==> config.mk <==
export PLATFORM = sky130hd
export DESIGN_NAME = demux_dispatch_flat
export DESIGN_NICKNAME = d
export VERILOG_FILES = /design/src/rtl/demux_dispatch_if.sv /design/src/rtl/demux_dispatch.sv /design/src/flat_wrapper.sv
export SDC_FILE = /design/constraint.sdc
export NUM_CORES = 1
export LEC_CHECK = 0
export CORE_UTILIZATION = 42
export CTS_CLUSTER_DIAMETER = 150
export DETAILED_ROUTE_END_ITERATION = 16
export GPL_TIMING_DRIVEN = 0
export PLACE_DENSITY = 0.76
export SLEW_MARGIN = 20
export SYNTH_ARGS = -nofsm -noshare
export SYNTH_HDL_FRONTEND = slang
export SYNTH_SLANG_ARGS = --single-unit
==> constraint.sdc <==
create_clock -name clk -period 2.1 [get_ports clk]
set_input_delay 0.63 -clock clk [delete_from_list [all_inputs] [get_ports clk]]
set_output_delay 0.63 -clock clk [all_outputs]
set_load 0.02 [all_outputs]
==> src/rtl/demux_dispatch_if.sv <==
// demux_dispatch_if: handshake and data bundle around the dispatcher.
//   Input stream : in_data, in_dest, in_valid -> in_ready
//   Controls     : mode (0 tag, 1 round-robin), flush
//   Output side  : data_out/sel to the demux, out_valid0/1 <- out_ready0/1
//   Status       : count0/count1 per-destination delivery counters
// Modport slave is the dispatcher's view, master the surrounding logic's view.
interface demux_dispatch_if #(
    parameter int WIDTH = 4,
    parameter int CNT_W = 8
);
    logic [WIDTH-1:0] in_data;
    logic             in_dest;
    logic             in_valid;
    logic             in_ready;
    logic             mode;
    logic             flush;
    logic [WIDTH-1:0] data_out;
    logic             sel;
    logic             out_valid0;
    logic             out_ready0;
    logic             out_valid1;
    logic             out_ready1;
    logic [CNT_W-1:0] count0;
    logic [CNT_W-1:0] count1;

    modport slave (
        input  in_data, in_dest, in_valid, mode, flush, out_ready0, out_ready1,
        output in_ready, data_out, sel, out_valid0, out_valid1, count0, count1
    );

    modport master (
        output in_data, in_dest, in_valid, mode, flush, out_ready0, out_ready1,
        input  in_ready, data_out, sel, out_valid0, out_valid1, count0, count1
    );
endinterface

==> src/rtl/demux_dispatch.sv <==
// demux_dispatch: single-entry buffered dispatcher feeding a 1-to-2 demux.
// Holds one word plus its destination; destination comes from the word's tag
// (mode=0) or a round-robin pointer (mode=1). Deliveries are counted per
// destination with wrapping counters.
// Ports: clk, rst (async, active high), bus (demux_dispatch_if.slave).

// Per-destination delivery counter; wraps silently.
module demux_dispatch_cnt #(
    parameter int CNT_W = 8
) (
    input  logic             clk,
    input  logic             rst,
    input  logic             en,
    output logic [CNT_W-1:0] cnt
);
    always_ff @(posedge clk or posedge rst) begin
        if (rst)
            cnt <= '0;
        else if (en)
            cnt <= cnt + 1'b1;
    end
endmodule

module demux_dispatch #(
    parameter int WIDTH = 4,
    parameter int CNT_W = 8
) (
    input logic               clk,
    input logic               rst,
    demux_dispatch_if.slave   bus
);
    localparam int NUM_DEST = 2;

    typedef enum logic {EMPTY = 1'b0, FULL = 1'b1} state_t;

    state_t                             state;
    logic [WIDTH-1:0]                   data_q;
    logic                               sel_q;
    logic                               rr;
    logic [NUM_DEST-1:0]                vld;
    logic [NUM_DEST-1:0]                rdy;
    logic [NUM_DEST-1:0]                dlv;
    logic [NUM_DEST-1:0][CNT_W-1:0]     cnt;
    logic                               delivery;
    logic                               accept;

    assign rdy = {bus.out_ready1, bus.out_ready0};

    // Valid only toward the held destination; the other ready is ignored
    // because its valid is forced low. Flush suppresses delivery.
    for (genvar k = 0; k < NUM_DEST; k++) begin : g_dest
        assign vld[k] = (state == FULL) && (sel_q == 1'(k));
        assign dlv[k] = vld[k] && rdy[k] && !bus.flush;

        demux_dispatch_cnt #(.CNT_W(CNT_W)) u_cnt (
            .clk (clk),
            .rst (rst),
            .en  (dlv[k]),
            .cnt (cnt[k])
        );
    end

    assign delivery = |dlv;
    // Pass-through: a delivering slot can be refilled in the same cycle.
    // in_valid never feeds the output valids.
    assign bus.in_ready = !bus.flush && ((state == EMPTY) || delivery);
    assign accept       = bus.in_valid && bus.in_ready;

    always_ff @(posedge clk or posedge rst) begin
        if (rst) begin
            state  <= EMPTY;
            data_q <= '0;
            sel_q  <= 1'b0;
            rr     <= 1'b0;
        end else begin
            case (state)
                EMPTY: begin
                    if (accept) begin
                        state  <= FULL;
                        data_q <= bus.in_data;
                        sel_q  <= bus.mode ? rr : bus.in_dest;
                        if (bus.mode)
                            rr <= ~rr;
                    end
                end
                FULL: begin
                    if (accept) begin
                        data_q <= bus.in_data;
                        sel_q  <= bus.mode ? rr : bus.in_dest;
                        if (bus.mode)
                            rr <= ~rr;
                    end else if (bus.flush || delivery) begin
                        // data_q/sel_q keep their last values when emptied
                        state <= EMPTY;
                    end
                end
                default: state <= EMPTY;
            endcase
        end
    end

    assign bus.data_out   = data_q;
    assign bus.sel        = sel_q;
    assign bus.out_valid0 = vld[0];
    assign bus.out_valid1 = vld[1];
    assign bus.count0     = cnt[0];
    assign bus.count1     = cnt[1];
endmodule
==> src/flat_wrapper.sv <==
// flat-port wrapper written by rule: the top's interface ports become plain ports
module demux_dispatch_flat 
#(
    parameter int WIDTH = 4,
    parameter int CNT_W = 8
)
  (clk, rst, bus_in_data, bus_in_dest, bus_in_valid, bus_mode, bus_flush, bus_out_ready0, bus_out_ready1, bus_in_ready, bus_data_out, bus_sel, bus_out_valid0, bus_out_valid1, bus_count0, bus_count1);
  demux_dispatch_if #(.WIDTH(WIDTH), .CNT_W(CNT_W)) bus_i ();
  input logic clk;
  input logic rst;
  input wire logic [$bits(bus_i.in_data)-1:0] bus_in_data;
  input wire logic [$bits(bus_i.in_dest)-1:0] bus_in_dest;
  input wire logic [$bits(bus_i.in_valid)-1:0] bus_in_valid;
  input wire logic [$bits(bus_i.mode)-1:0] bus_mode;
  input wire logic [$bits(bus_i.flush)-1:0] bus_flush;
  input wire logic [$bits(bus_i.out_ready0)-1:0] bus_out_ready0;
  input wire logic [$bits(bus_i.out_ready1)-1:0] bus_out_ready1;
  output wire logic [$bits(bus_i.in_ready)-1:0] bus_in_ready;
  output wire logic [$bits(bus_i.data_out)-1:0] bus_data_out;
  output wire logic [$bits(bus_i.sel)-1:0] bus_sel;
  output wire logic [$bits(bus_i.out_valid0)-1:0] bus_out_valid0;
  output wire logic [$bits(bus_i.out_valid1)-1:0] bus_out_valid1;
  output wire logic [$bits(bus_i.count0)-1:0] bus_count0;
  output wire logic [$bits(bus_i.count1)-1:0] bus_count1;
  assign bus_i.in_data = bus_in_data;
  assign bus_i.in_dest = bus_in_dest;
  assign bus_i.in_valid = bus_in_valid;
  assign bus_i.mode = bus_mode;
  assign bus_i.flush = bus_flush;
  assign bus_i.out_ready0 = bus_out_ready0;
  assign bus_i.out_ready1 = bus_out_ready1;
  assign bus_in_ready = bus_i.in_ready;
  assign bus_data_out = bus_i.data_out;
  assign bus_sel = bus_i.sel;
  assign bus_out_valid0 = bus_i.out_valid0;
  assign bus_out_valid1 = bus_i.out_valid1;
  assign bus_count0 = bus_i.count0;
  assign bus_count1 = bus_i.count1;
  demux_dispatch #(.WIDTH(WIDTH), .CNT_W(CNT_W)) u_core (.clk(clk), .rst(rst), .bus(bus_i));
endmodule
==> impl_metrics.env <==
export IMPL_result_of_the_run="finished, violations left"
export IMPL_violations="setup timing"
export IMPL_avgSynthCellArea_um2=12.1
export IMPL_cts_reportedPaths_clkPinSlew_ns=0.14
export IMPL_ios=36
export IMPL_yosys_warnings=0
export IMPL_syn_cell_area_um2=1060
export IMPL_finalWorstSetupSlack_ns=-0.00285
export IMPL_synthToLayoutAreaGrowth_pct=43.3
export IMPL_worst_hold_path_endpoint="u_core.g_dest[0].u_cnt.cnt[7]"
export IMPL_final_net_count=145
export IMPL_post_route_cells_drive_above_1_share_pct=19.2
export IMPL_drt_pass1_iter_count=4
export IMPL_dieHeight_um=52.3
export IMPL_critical_path_slowest_cell="sky130_fd_sc_hd__dfrtp_2"
export IMPL_path_max_fanout=8
export IMPL_postSynthCellCount=88
export IMPL_worstPathCellList="nand4bb_1 > clkbuf_8 > a31oi_4 > buf_6"
export IMPL_hold_crit_depth=1
export IMPL_timing_clock_skew_ns=0.0127
export IMPL_initial_utilization_pct=46.2
export IMPL_placed_area_um2=1450
export IMPL_power_w=0.00135
export IMPL_clock_tree_htree_level_count=1
export IMPL_worst_stage_delay_on_the_critical_path_ns=0.48
export IMPL_hp_class="flip-flop to flip-flop"
export IMPL_cap_viol_max_count=0
export IMPL_end_kind="output pin"
export IMPL_die_width_um=52.3
export IMPL_fin_hold_ws_ns=0.481
export IMPL_hp_start="u_core.g_dest[0].u_cnt.cnt[7]"
export IMPL_count_of_port_buffers_added_during_placement=35
export IMPL_groute_usage_overall_pct=18.4
export IMPL_critical_path_reg2reg_startpoint="u_core.bus.sel"
export IMPL_yosys_cell_types_count=25
export IMPL_remaining_overflow_grt=0
export IMPL_fmax_mhz=476
export IMPL_r2r_slack_ns=0.64
export IMPL_post_dp_hpwl_um=1540
export IMPL_number_of_global_route_vias_before_repair=766
export IMPL_setup_violations=1
export IMPL_numCtsBuffers=3
export IMPL_final_period_utilization_pct=100
export IMPL_core_region_area_um2=2300
export IMPL_detailroute_via_count=798
export IMPL_routabilityCongestion=0.825
export IMPL_sequential_fraction_of_the_synthesis_area_pct=54.2
export IMPL_post_drt_via_cell_ratio=5.05
export IMPL_rsz0062_at_grt="yes"
export IMPL_grt_first_pass_wirelength_um=3530
export IMPL_finalMaxSlewViolations=0
export IMPL_power_per_cell_area_nw_per_um2=889
export IMPL_antenna_left=0
export IMPL_path_delay_family="flip-flops"
export IMPL_timing_max_slew_rel_slack_pct=42.8
export IMPL_clock_tree_from_tritoncts="built"
export IMPL_wl_um=2160
export IMPL_grt_antenna_before_repair=0
export IMPL_drt_wirelength_per_cell_um=13.7
export IMPL_ctsRootBufferMaster="sky130_fd_sc_hd__clkbuf_4"
export IMPL_yosys_register_bits=23
export IMPL_insertedDiodeCount=0
export IMPL_cts_sink_count=23
export IMPL_fp_row_count=17
export IMPL_final_critical_delay_including_setup_and_external_delays_ns=2.10
export IMPL_synth_nets=102
export IMPL_crit_reg2reg_capture="u_core.g_dest[0].u_cnt.cnt[7]"
export IMPL_cellLeakagePower_nw=0.736
export IMPL_fp_dieArea_um2=2730
export IMPL_instances_no_fill=158
export IMPL_timing_critical_path_buf_inv=2
export IMPL_clock_insertion_delay_worst_skew_ns=0.32
export IMPL_dp_cells=151
export IMPL_worstMarginPinSlew_ns=0.856
export IMPL_initialDrtViolationCount=9
export IMPL_worst_endpoint_arrival_ns=1.47
export IMPL_start_kind="flip-flop"
export IMPL_layout_cell_area_non_filler_um2=1520
export IMPL_setup_worst_path_class="flip-flop to output pin"
export IMPL_timing_critical_path_required_ns=1.47
export IMPL_final_util_pct=66.2
export IMPL_worst_ir_drop_vdd_mv=0.645
export IMPL_timing_reg2reg_worst_path_depth=5
export IMPL_report_final_hold_viol_count=0
export IMPL_grt_start_max_net_pins=24
export IMPL_route_detailed_drc=0
export IMPL_max_clock_path_buffers=2
-- layout make-up --
cell class | count | area (um^2)
Inverter | 3 | 11.3
Clock buffer | 3 | 22.5
Fill cell | 198 | 777
Multi-Input combinational cell | 60 | 480
Sequential cell | 23 | 577
Tap cell | 28 | 35.0
Clock inverter | 1 | 5.00
Buffer | 2 | 21.3
Timing Repair Buffer | 38 | 368
-- power by group --
group / leakage, nW / internal (W) / switching (W)
logic: 0.421 / 0.000266 / 0.000235
registers: 0.297 / 0.000533 / 0.000105
clock network: 0.0177 / 0.0000714 / 0.000141
-- per-layer routing --
layer | up-vias | track usage [%] | share of wire (%)
li1 | 391 | - | -
met1 | 380 | 23.7 | 45
met2 | 23 | 29.3 | 48
met3 | 4 | 3.77 | 5.0
met4 | 0 | 9.21 | 1.6
met5 | - | 0 | 0
-- layout by cell type, fill, tap and decap left out, drive strengths merged --
master         synthesis  final
dlygate4sd2            0      5
xor2                   9      9
and2b                  1      1
clkinv                 0      1
buf                    1      6
a31oi                  2      2
inv                    3      3
nand2                  8      8
and3                   1      1
ha                     2      2
a21oi                  1      1
clkdlybuf4s50          0     26
nand4bb                1      1
a211oi                 1      1
nand4b                 1      1
nand2b                 1      1
nand3                  4      4
mux2                   7      7
nor4                   1      1
dlymetal6s2s           0      2
and4bb                 1      1
nand4                  3      3
nor3                   4      4
dfrtp                 23     23
mux2i                  1      1
xnor2                  6      6
nor2                   4      4
clkbuf                 1      4
and2                   1      1
-- per-stage QoR --
| stage | setup slack [ns] | setup TNS [ns] |
|---|---|---|
| CTS | -0.0534 | -0.0534 |
| global placement | -0.880 | -0.880 |
| finish | -0.00285 | -0.00285 |
| floorplan | 0.118 | 0 |
| detailed placement | -0.920 | -0.990 |
| global route | -0.0768 | -0.0768 |
-- state kept, by name, summed over array words and instances, names as in the netlist --
| signal | cells |
|---|---|
| u_core.state | 1 |
| u_core.g_dest.u_cnt.cnt | 16 |
| u_core.bus.data_out | 4 |
| u_core.bus.sel | 1 |
| u_core.rr | 1 |
-- cells in the mapped netlist --
cell	instances	area, um^2
sky130_fd_sc_hd__nand2_1	8	30.0
sky130_fd_sc_hd__ha_1	2	25.0
sky130_fd_sc_hd__dfrtp_1	23	576
sky130_fd_sc_hd__xor2_1	9	78.8
sky130_fd_sc_hd__nand3_1	4	20.0
sky130_fd_sc_hd__and3_1	1	6.26
sky130_fd_sc_hd__a211oi_1	1	7.51
sky130_fd_sc_hd__nor2_1	4	15.0
sky130_fd_sc_hd__nand4b_4	1	23.8
sky130_fd_sc_hd__nand2b_1	1	6.26
sky130_fd_sc_hd__inv_1	3	11.3
sky130_fd_sc_hd__mux2_2	7	78.8
sky130_fd_sc_hd__nor3_1	4	20.0
sky130_fd_sc_hd__nor4_2	1	12.5
sky130_fd_sc_hd__and2_2	1	7.51
sky130_fd_sc_hd__nand4_1	3	18.8
sky130_fd_sc_hd__clkbuf_1	1	3.75
sky130_fd_sc_hd__xnor2_1	6	52.6
sky130_fd_sc_hd__and4bb_2	1	12.5
sky130_fd_sc_hd__buf_2	1	5.00
sky130_fd_sc_hd__and2b_1	1	7.51
sky130_fd_sc_hd__mux2i_1	1	10.0
sky130_fd_sc_hd__a21oi_2	1	8.76
sky130_fd_sc_hd__nand4bb_1	1	11.3
sky130_fd_sc_hd__a31oi_1	2	12.5
-- logic make-up after synthesis --
group	Yosys count	share of synthesized area, %
xor+xnor	15	12.4
mux	8	8.37
flops	23	54.2
simple gates	31	18.0
fa+ha+maj	2	2.36
compound gates	4	2.71
buf+inv	5	1.89
-- worst max path at each step --
stage | start | end | cells after the start
2_1_floorplan | bus_flush | bus_in_ready | 3
3_3_place_gp | bus_flush | bus_in_ready | 5
3_5_place_dp | bus_flush | bus_in_ready | 5
4_1_cts | bus_flush | bus_in_ready | 5
5_1_grt | u_core.bus.sel | bus_in_ready | 4
6_report | u_core.bus.sel | bus_in_ready | 4
-- repair_timing --
| action | 4_1_cts | 5_1_grt |
|---|---|---|
| setup buffers | 2 | 1 |
| endpoints found under the setup margin | 5 | 4 |
| resized for setup | 20 | 5 |
| hold buffers | 0 | 0 |
| pin swaps | 2 | 1 |
Power figures use the tool's default switching activity.
